--- config.mk ---
export PLATFORM = sky130hd
export DESIGN_NAME = dcntr_wrap_mon
export DESIGN_NICKNAME = d
export VERILOG_FILES = /design/src/rtl/dcntr_wrap_mon.sv
export SDC_FILE = /design/constraint.sdc
export NUM_CORES = 1
export LEC_CHECK = 0
export ABC_AREA = 1
export CAP_MARGIN = 20
export CELL_PAD_IN_SITES_DETAIL_PLACEMENT = 1
export CELL_PAD_IN_SITES_GLOBAL_PLACEMENT = 2
export CORE_UTILIZATION = 30
export CTS_BUF_LIST = sky130_fd_sc_hd__clkbuf_2
export DETAILED_ROUTE_END_ITERATION = 8
export PLACE_DENSITY_LB_ADDON = 0.1
export SLEW_MARGIN = 30
export SYNTH_ARGS = -nofsm -noshare
export SYNTH_HDL_FRONTEND = slang
export SYNTH_SLANG_ARGS = --single-unit
--- constraint.sdc ---
create_clock -name clk -period 4.4 [get_ports clk]
set_clock_uncertainty 0.1 [all_clocks]
set_input_delay 0.44 -clock clk [delete_from_list [all_inputs] [get_ports clk]]
set_output_delay 0.44 -clock clk [all_outputs]
set_load 0.05 [all_outputs]
--- src/rtl/dcntr_wrap_mon.sv ---
// Downstream monitor for a WIDTH-bit down counter: checks each sampled step, counts wraps,
// latches sticky errors. Optional stall detection is built when DCNT_STALL_CHECK_EN is defined.
module dcntr_wrap_mon #(
  parameter int WIDTH    = 4,
  parameter int WRAPW    = 8,
  parameter int HOLD_MAX = 15
) (
  input  logic             clk,
  input  logic             reset,
  input  logic [WIDTH-1:0] cnt_in,
  input  logic             cnt_valid,
  input  logic             clr_in,
  output logic             wrap_pulse,
  output logic [WRAPW-1:0] wrap_cnt,
  output logic             step_err,
  output logic             stall,
  output logic [1:0]       state
);

  typedef enum logic [1:0] {
    S_INIT  = 2'b00,
    S_TRACK = 2'b01,
    S_FAULT = 2'b10
  } state_t;

  localparam logic [WRAPW-1:0] WRAP_SAT = '1;

  // A hold threshold below one would flag a stall before any hold was seen.
  if (HOLD_MAX < 1) begin : g_hold_max_check
    $error("dcntr_wrap_mon: HOLD_MAX must be at least 1");
  end

  state_t           state_q;
  logic [WIDTH-1:0] prev;
  logic [WIDTH-1:0] exp_val;
  logic             is_step;
  logic             is_hold;
  logic             tracking;

  // NOTE: every signal driven from always_comb gets a default first, so no latch is inferred.
  always_comb begin
    exp_val  = prev - 1'b1;
    is_step  = (cnt_in == exp_val);
    is_hold  = (cnt_in == prev);
    tracking = cnt_valid && (state_q == S_TRACK);
  end

  assign state = state_q;

  // NOTE: sequential state uses non-blocking assignments only, so every register sees pre-edge values.
  always_ff @(posedge clk) begin
    if (reset) begin
      state_q    <= S_INIT;
      prev       <= '0;
      wrap_cnt   <= '0;
      wrap_pulse <= 1'b0;
      step_err   <= 1'b0;
    end else if (clr_in) begin
      // prev is kept across a clear; the sample in this cycle is dropped.
      state_q    <= S_INIT;
      wrap_cnt   <= '0;
      wrap_pulse <= 1'b0;
      step_err   <= 1'b0;
    end else begin
      wrap_pulse <= 1'b0;
      if (cnt_valid) begin
        prev <= cnt_in;
        unique case (state_q)
          S_INIT: state_q <= S_TRACK;
          S_TRACK: begin
            if (is_step) begin
              if (prev == '0) begin
                wrap_pulse <= 1'b1;
                if (wrap_cnt != WRAP_SAT) wrap_cnt <= wrap_cnt + 1'b1;
              end
            end else if (!is_hold) begin
              step_err <= 1'b1;
              state_q  <= S_FAULT;
            end
          end
          default: ;
        endcase
      end
    end
  end

`ifdef DCNT_STALL_CHECK_EN
  localparam int HOLDW = $clog2(HOLD_MAX + 1);
  localparam logic [HOLDW-1:0] HOLD_SAT  = HOLDW'(HOLD_MAX);
  localparam logic [HOLDW-1:0] HOLD_LAST = HOLDW'(HOLD_MAX - 1);

  logic [HOLDW-1:0] hold_cnt;

  always_ff @(posedge clk) begin
    if (reset || clr_in) begin
      hold_cnt <= '0;
      stall    <= 1'b0;
    end else if (tracking) begin
      if (is_step) begin
        hold_cnt <= '0;
      end else if (is_hold) begin
        // The count saturates so a long stall cannot roll over.
        if (hold_cnt != HOLD_SAT) hold_cnt <= hold_cnt + 1'b1;
        if (hold_cnt == HOLD_LAST) stall <= 1'b1;
      end else begin
        hold_cnt <= '0;
      end
    end
  end
`else
  logic unused_track;
  assign unused_track = tracking;
  assign stall        = 1'b0;
`endif

endmodule

---- Yosys cells after proc, flatten, opt, wreduce, memory -nomap -nowiden ----
Index checks and enable logic that the tools add are counted.
operators by class
  add/subtract/negate cells ............... 2
  equal/unequal tests ..................... 6
  multiplexer cells ....................... 4
  bitwise gates (word level) .............. 5
  reduce and logical (&&, ||, !) cells .... 9
operator list
  operator             count
  $add 8x1->8 const B  1
  $eq 4x4->1           2
  $ne 8x8->1 const B   1
  $reduce_and 4->1     2
  $not 1->1            5
  $reduce_and 5->1     1
  $reduce_or 5->1      1
  $logic_not 4->1      1
  $mux 2               2
  $ne 2x2->1 const B   2
  $pmux 2 s2           1
  $sub 4x1->4 const B  1
  $eq 2x1->1 const B   1
  $logic_not 2->1      1
  $reduce_and 2->1     1
  $reduce_bool 2->1    1
  $reduce_or 2->1      1
  $mux 1               1
word-level totals
  flip-flop bits (word level) ............. 16
  bits of input ports ..................... 8
  logic and storage cells ................. 31

---- Logic depth before layout (Yosys ltp) ----
  depth in word-level cells ............... 4
  mapped depth ............................ 13
  depth with buffers taken out ............ 13

---- Worst setup path after synthesis ----
Ideal clock, no wire load.
  path kind ............................... reg2reg
  start point ............................. register wrap_cnt[0]
  end point ............................... register wrap_cnt[5]
  data arrival time ....................... 1,662 ps
  required time ........................... 4,183 ps
  slack ................................... 2,521 ps
  cell stages (with the launch flop) ...... 12
  clock period less this slack ............ 1,879 ps
  cell sequence ........................... dfxtp_1 ha_1 inv_1 nor2_1 nand2_1 nand2_1 nor2_1 nand2_4 inv_2 nand3_1 nand2_1 nor2_2
on the way
  cells in the longest elaborated chain, start to end .. 2
  elaborated cells between the ends (all ways) .. 3
ends and longest elaborated chain
  item                                                                 line  RTL
  start, declared                                                      14    output logic [WRAPW-1:0] wrap_cnt,
  start signal, assigned                                               74    if (wrap_cnt != WRAP_SAT) wrap_cnt <= wrap_cnt + 1'b1;
  parallel branches: the longest is 2 deep, another holds $add 8x1->8  -
Parallel ways; which one is timed is not known.
A chain may end at the register's enable or synchronous reset.

---- Final worst setup path ----
  start point ............................. register wrap_cnt[0]
  end point ............................... output port wrap_cnt[0]
No word-level cell between the ends.

==> run summary <==
outcome = finished, final reports clean
Primary FF master, synth = dfxtp_1
worst r2r src = wrap_cnt[0]$_SDFFE_PP0P_
area leader, netlist = dfxtp_1
synth cell count leaders = 35 x nand2_1, 19 x inv_1, 19 x nor2_1, 16 x dfxtp_1, 10 x nand3_1
clock sinks = 16
Antenna Diode Count = 0
R2R depth = 11
Clk pin slew, worst setup/hold paths = 180 ps
fin crit share = 47.9%
H-tree depth = 1
Die Y = 59.7 µm
Max Freq = 474 MHz
nets = 185
crit path capture type = primary output
most common cell in the netlist = nand2_1
pre-CTS WS = 2280 ps
YS warnings = 0
slack of the critical path = 2290 ps
Detailed Place HPWL = 1950 µm
synth-to-layout area growth = 25.7%
total gr overflow = 0
RSZ-0062 raised after global routing = false
setup violators final = 0
number of CTS-inserted buffers = 3
Hold Path End = wrap_pulse$_SDFF_PP0_
Die Area = 0.00356 mm²
Reg2Reg Setup Slack = 2530 ps
Post-CTS Resized = 0
gr usage total = 15.5%
sequential share of the synthesized area = 32.1%
fill count = 432
CTS tree = done
reg2reg end = wrap_cnt[5]$_SDFFE_PP0P_
setup_tns = 0 ps
clock root cell = clkbuf_2
final WL = 2410 µm
Cells after Synth = 152
Rows = 20
Synth area leaders = dfxtp_1 32%, nand2_1 13%, inv_1 7.2%, nor2_1 7.2%, nand2_2 5.0%
Post-CTS Setup Bufs = 0
sequential power share = 52.7%
vias in the first global route = 951
Hold Fails Final Rpt = 0
Crit Path Category = reg2out
Synth top area share = 32.1%
global-route wire length before repair = 4050 µm
Buf+Inv Stages, Crit Path = 1
DP Area = 0.00123 mm²
Wirelength per Cell = 11.0 µm
Netlist cell types = 23
CTS Hold Buffers Added = 0
startpoint types = flop
IO Pins = 21
VDD IR max = 0.0734 mV
crit path from = wrap_cnt[0]$_SDFFE_PP0P_
part of the power in the clock network = 25.1%
Leak Pwr = 0.554 nW
Die X = 59.7 µm
Net Switching = 0.0000963 W
DR pass1 iterations = 4
hold depth = 2
post-route minimum period = 2110 ps
Avg Vias per Cell = 4.50
largest stage delay on the critical path = 830 ps
Final ANT Viol Nets = 0
Switching Fraction = 33.5%
initial antenna violation count = 0
Synthesized Nets = 162
WHS = 386 ps
syn_area_per_cell = 6.56 µm²
Comb pwr share = 22.2%
clk buf depth = 2
Max Slew Vio Count = 0
P_int = 0.000191 W
number of synthesized flops with an enable pin = 0
Max Cap Violations = 0
Placeable Area = 0.00310 mm²
Worst-Skew Late Latency = 300 ps
Top Family by Delay on Critical Path = buffers and inverters
number of synthesized register bits = 16
critical path required time = 3860 ps
GPL Wtd Cong = 0.793
fin area = 0.00125 mm²
Pwr Density = 229 mW/mm²
Initial Util = 32.1%
max-slew headroom at the worst pin = 64.0%
vias after detailed routing = 982
worst-margin pin slew = 537 ps
CP max FO = 5
critical path arrival = 1570 ps
Initial DRC Count = 21
FFs w/ async S/R, synth = 0%
IO Port Bufs = 19
worst path cell trace = clkdlybuf4s50_1
Hold Startpoint = state[0]$_SDFFE_PP0P_
Slowest cell on crit path = clkdlybuf4s50_1
largest net degree at the start of global routing = 10
worst min-delay path class = reg2reg
Synth Cell Area = 997 µm²
# DRC = 0
share of layout cells above drive strength 1 = 16.7%
-- worst max path at each step --
stage	endpoint	slack [ps]	depth (start not counted)
after floorplan	wrap_cnt[5]$_SDFFE_PP0P_	2520	11
final	wrap_cnt[0]	2290	1
after global routing	wrap_cnt[6]	2220	1
after CTS	wrap_cnt[5]	2260	1
after detailed placement	wrap_cnt[5]$_SDFFE_PP0P_	2280	10
after global placement	wrap_cnt[5]$_SDFFE_PP0P_	2300	10
-- through the flow --
step           total power [W]  std cells  util (%)
2_1_floorplan         0.000201        152         -
3_3_place_gp          0.000218        214      39.8
3_5_place_dp          0.000219        214      39.8
4_1_cts               0.000293        218      40.4
5_1_grt               0.000306        218      40.4
6_report              0.000287        218      40.4
-- registers in the layout, summed over array words and instances, names as in the netlist --
signal	flops
wrap_cnt	8
state	2
wrap_pulse	1
prev	4
step_err	1
-- metal layers --
layer	share of wire [%]	vias up	track usage (%)
met5	0	-	0
met4	1.3	0	6.98
met3	2.3	4	2.81
met2	50	11	27.0
met1	47	446	18.3
li1	-	521	-
-- cell usage in the layout (no fill, tap or decap), drive strengths merged --
master	n
nand3	11
inv	26
a21oi	5
o21ai	9
ha	2
clkdlybuf4s50	19
nor2	23
dfxtp	16
nor3	7
nand4	4
conb	1
clkbuf	3
clkinv	2
nand2	46
-- layout make-up --
| type | count | area, µm² | area share, % |
|---|---|---|---|
| well taps | 44 | 55.1 | 4.39 |
| clock buffers | 3 | 15.0 | 1.20 |
| clock inverters | 1 | 3.75 | 0.299 |
| multi-input cells | 108 | 568 | 45.3 |
| flip-flops and latches | 16 | 320 | 25.5 |
| repair buffers | 19 | 190 | 15.2 |
| inverters | 27 | 101 | 8.08 |
-- kinds of logic after synthesis --
| family | Yosys count | share of synthesized area [%] |
|---|---|---|
| simple gates | 91 | 46.3 |
| buf+inv | 28 | 10.9 |
| flops | 16 | 32.1 |
| compound gates | 14 | 7.78 |
| fa+ha+maj | 2 | 2.51 |
| other cells | 1 | 0.376 |
-- power groups by stage --
stage | Clock [W] | Sequential, W | Combinational [W]
after detailed placement | 0 | 0.000154 | 0.0000643
after floorplan | 0 | 0.000157 | 0.0000444
final | 0.0000719 | 0.000151 | 0.0000637
after global routing | 0.0000827 | 0.000152 | 0.0000710
after global placement | 0 | 0.000154 | 0.0000634
after CTS | 0.0000771 | 0.000152 | 0.0000645
(Power assumes the default switching activity.)
==> RTL edit, RTL diff (same settings) <==
The parameter `WRAPW` goes from 8 to 7.
--- a/src/rtl/dcntr_wrap_mon.sv
+++ b/src/rtl/dcntr_wrap_mon.sv
@@ -4,3 +4,3 @@
   parameter int WIDTH    = 4,
-  parameter int WRAPW    = 8,
+  parameter int WRAPW    = 7,
   parameter int HOLD_MAX = 15
Interface: changed (resized wrap_cnt); port bits go from 21 to 20. No check against the original RTL was run, so the function may have changed too.
==> RTL edit against the original RTL <==
Synthesized area down 6.9%; non-clock buffer count down 1; maximum frequency down 3.8%; wire length up 4.0%; worst setup slack worse by 0.084 ns; total power down 3.0%; sequential cell count down 1; design area down 7.5%; die area down 6.7%; critical path type unchanged; largest cell class unchanged; highest routed layer unchanged.
==> RTL edit: results (changes against the original RTL) <==
=================================================================================================
Post-synth ARST share                                                                           0   unchanged
HPWL Detailed                                                                             2010 um   was 1950 um
Largest fanout on the critical path                                                             6   was 5
Worst Reg-to-Reg Cells                                                                          9   was 11
Critical Path Max Stage Delay                                                             0.85 ns   was 0.83 ns
Number of antenna repair diodes                                                                 0   unchanged
Static Leak                                                                           0.000484 uW   was 0.000554 uW
Flip-flop count of the largest register, all copies and words added                             7   was 8
Met3 routed wirelength                                                                      77 um   was 55 um
Via-to-Cell Ratio                                                                            4.82   was 4.50
Endpoint of the worst register-to-register path                                       wrap_cnt[1]   was wrap_cnt[5]
Number of distinct library cell variants in the gate-level netlist after synthesis             21   was 23
Final Wtd Congestion                                                                        0.741   was 0.793
List of most frequent post-synthesis cells                                           nand2_1, inv_1, nand3_1   was nand2_1, inv_1, nor2_1
Clock latency on the worst-skew pair                                                      0.30 ns   about the same
Outcome                                                                                 completed   unchanged
Wire length of the first global-routing pass                                              4420 um   was 4050 um
Length of the first detailed-routing pass in iterations                                         3   was 4
Fraction of final layout cells sized beyond drive strength 1                                0.115   was 0.167
Post-detailed-route wirelength per cell                                                   12.8 um   was 11.0 um
Number of port buffers                                                                         18   was 19
Met2 wire length                                                                          1140 um   was 1200 um
Source of the worst register-to-register timing path                                      prev[1]   was wrap_cnt[0]
CTS clk-pin slew, worst paths                                                             0.17 ns
Cells on Worst Hold Path                                                                        2   unchanged
Synthesized netlist net count                                                                 154   was 162
Maximum number of pins on one net before global-route repair                                   10   unchanged
Number of nets in the finished design                                                         176   was 185
Commonest register cell after synthesis                                                   dfxtp_1   unchanged
Maximum buffer depth of the clock tree                                                          2   unchanged
Dpl cell area                                                                           1140 um^2   was 1230 um^2
Level count of the clock H-tree                                                                 1   unchanged
Yosys warns                                                                                     0   unchanged
Launch point of the critical path                                                     wrap_cnt[2]   was wrap_cnt[0]
Leading cell types by total area after synthesis                                     dfxtp_1, nand2_1, nand3_1   was dfxtp_1, nand2_1, inv_1
GRT Resource Usage Total                                                                    0.174   was 0.155
Worst-Margin Slew                                                                        0.588 ns   was 0.537 ns
Startpoint of the most critical hold path                                                step_err   was state[0]
DP Worst Slack                                                                            2.38 ns   was 2.28 ns
M1 WL                                                                                     1270 um   was 1120 um
Number of global-route vias before repair                                                     982   was 951
Proportion of synthesized chip area in sequential cells                                     0.323   was 0.321
Hold endpoint                                                                            step_err   was wrap_pulse
Maximum resistive drop on vdd                                                            0.158 mV   was 0.0734 mV
First-iteration detailed-routing DRC count                                                     34   was 21
Worst hold margin                                                                        0.366 ns   was 0.386 ns
Worst Path Arrival                                                                        1.65 ns   was 1.57 ns
Flop-to-flop setup slack                                                                  2.55 ns   was 2.53 ns
Post-CTS repair timing setup buffer count                                                       0   unchanged
=================================================================================================
[RTL edit: worst max-delay path by stage]
stage / endpoint / slack, ns / cells past startpoint
final: wrap_cnt[2] / 2.21 / 1
after floorplan: wrap_cnt[2] / 2.56 / 7
after CTS: wrap_cnt[0] / 2.18 / 1
after global placement: step_err / 2.44 / 10
after detailed placement: state[1] / 2.38 / 10
after global routing: wrap_cnt[2] / 2.10 / 1
[RTL edit: final cells by class]
type                       instances  area [um^2]
timing repair buffer              18          180
fill                             392         1690
clock buffer                       3         15.0
clock inverter                     1         5.00
multi-input combinational        104          531
sequential                        15          300
tap                               31         38.8
inverter                          24         90.1
[RTL edit: where the power goes]
| group | switching, uW | total (uW) | internal [uW] | leakage (uW) |
|---|---|---|---|---|
| combinational | 42.6 | 65.6 | 23.0 | 0.000346 |
| sequential | 3.57 | 143 | 139 | 0.000122 |
| clock | 49.6 | 70.2 | 20.6 | 0.0000164 |
[RTL edit: per-layer routing]
metal  track usage  up-vias
met5             0        -
met4        0.0383        0
met3        0.0446        2
met1         0.229      436
li1              -      493
met2         0.287       14
[RTL edit: kinds of logic after synthesis]
| family | Yosys count | share of synthesized area |
|---|---|---|
| buffers and inverters | 25 | 0.105 |
| AND/OR/NAND/NOR | 83 | 0.418 |
| XOR/XNOR | 3 | 0.0283 |
| adder cells (fa/ha/maj) | 2 | 0.0269 |
| AO/OA/AOI/OAI | 15 | 0.0943 |
| other | 1 | 0.00404 |
| flip-flops | 15 | 0.323 |
[RTL edit: through the flow]
stage | std cells | utilization
final | 196 | 0.407
after global routing | 196 | 0.407
after CTS | 196 | 0.407
after detailed placement | 192 | 0.400
after global placement | 192 | 0.400
after floorplan | 144 | -
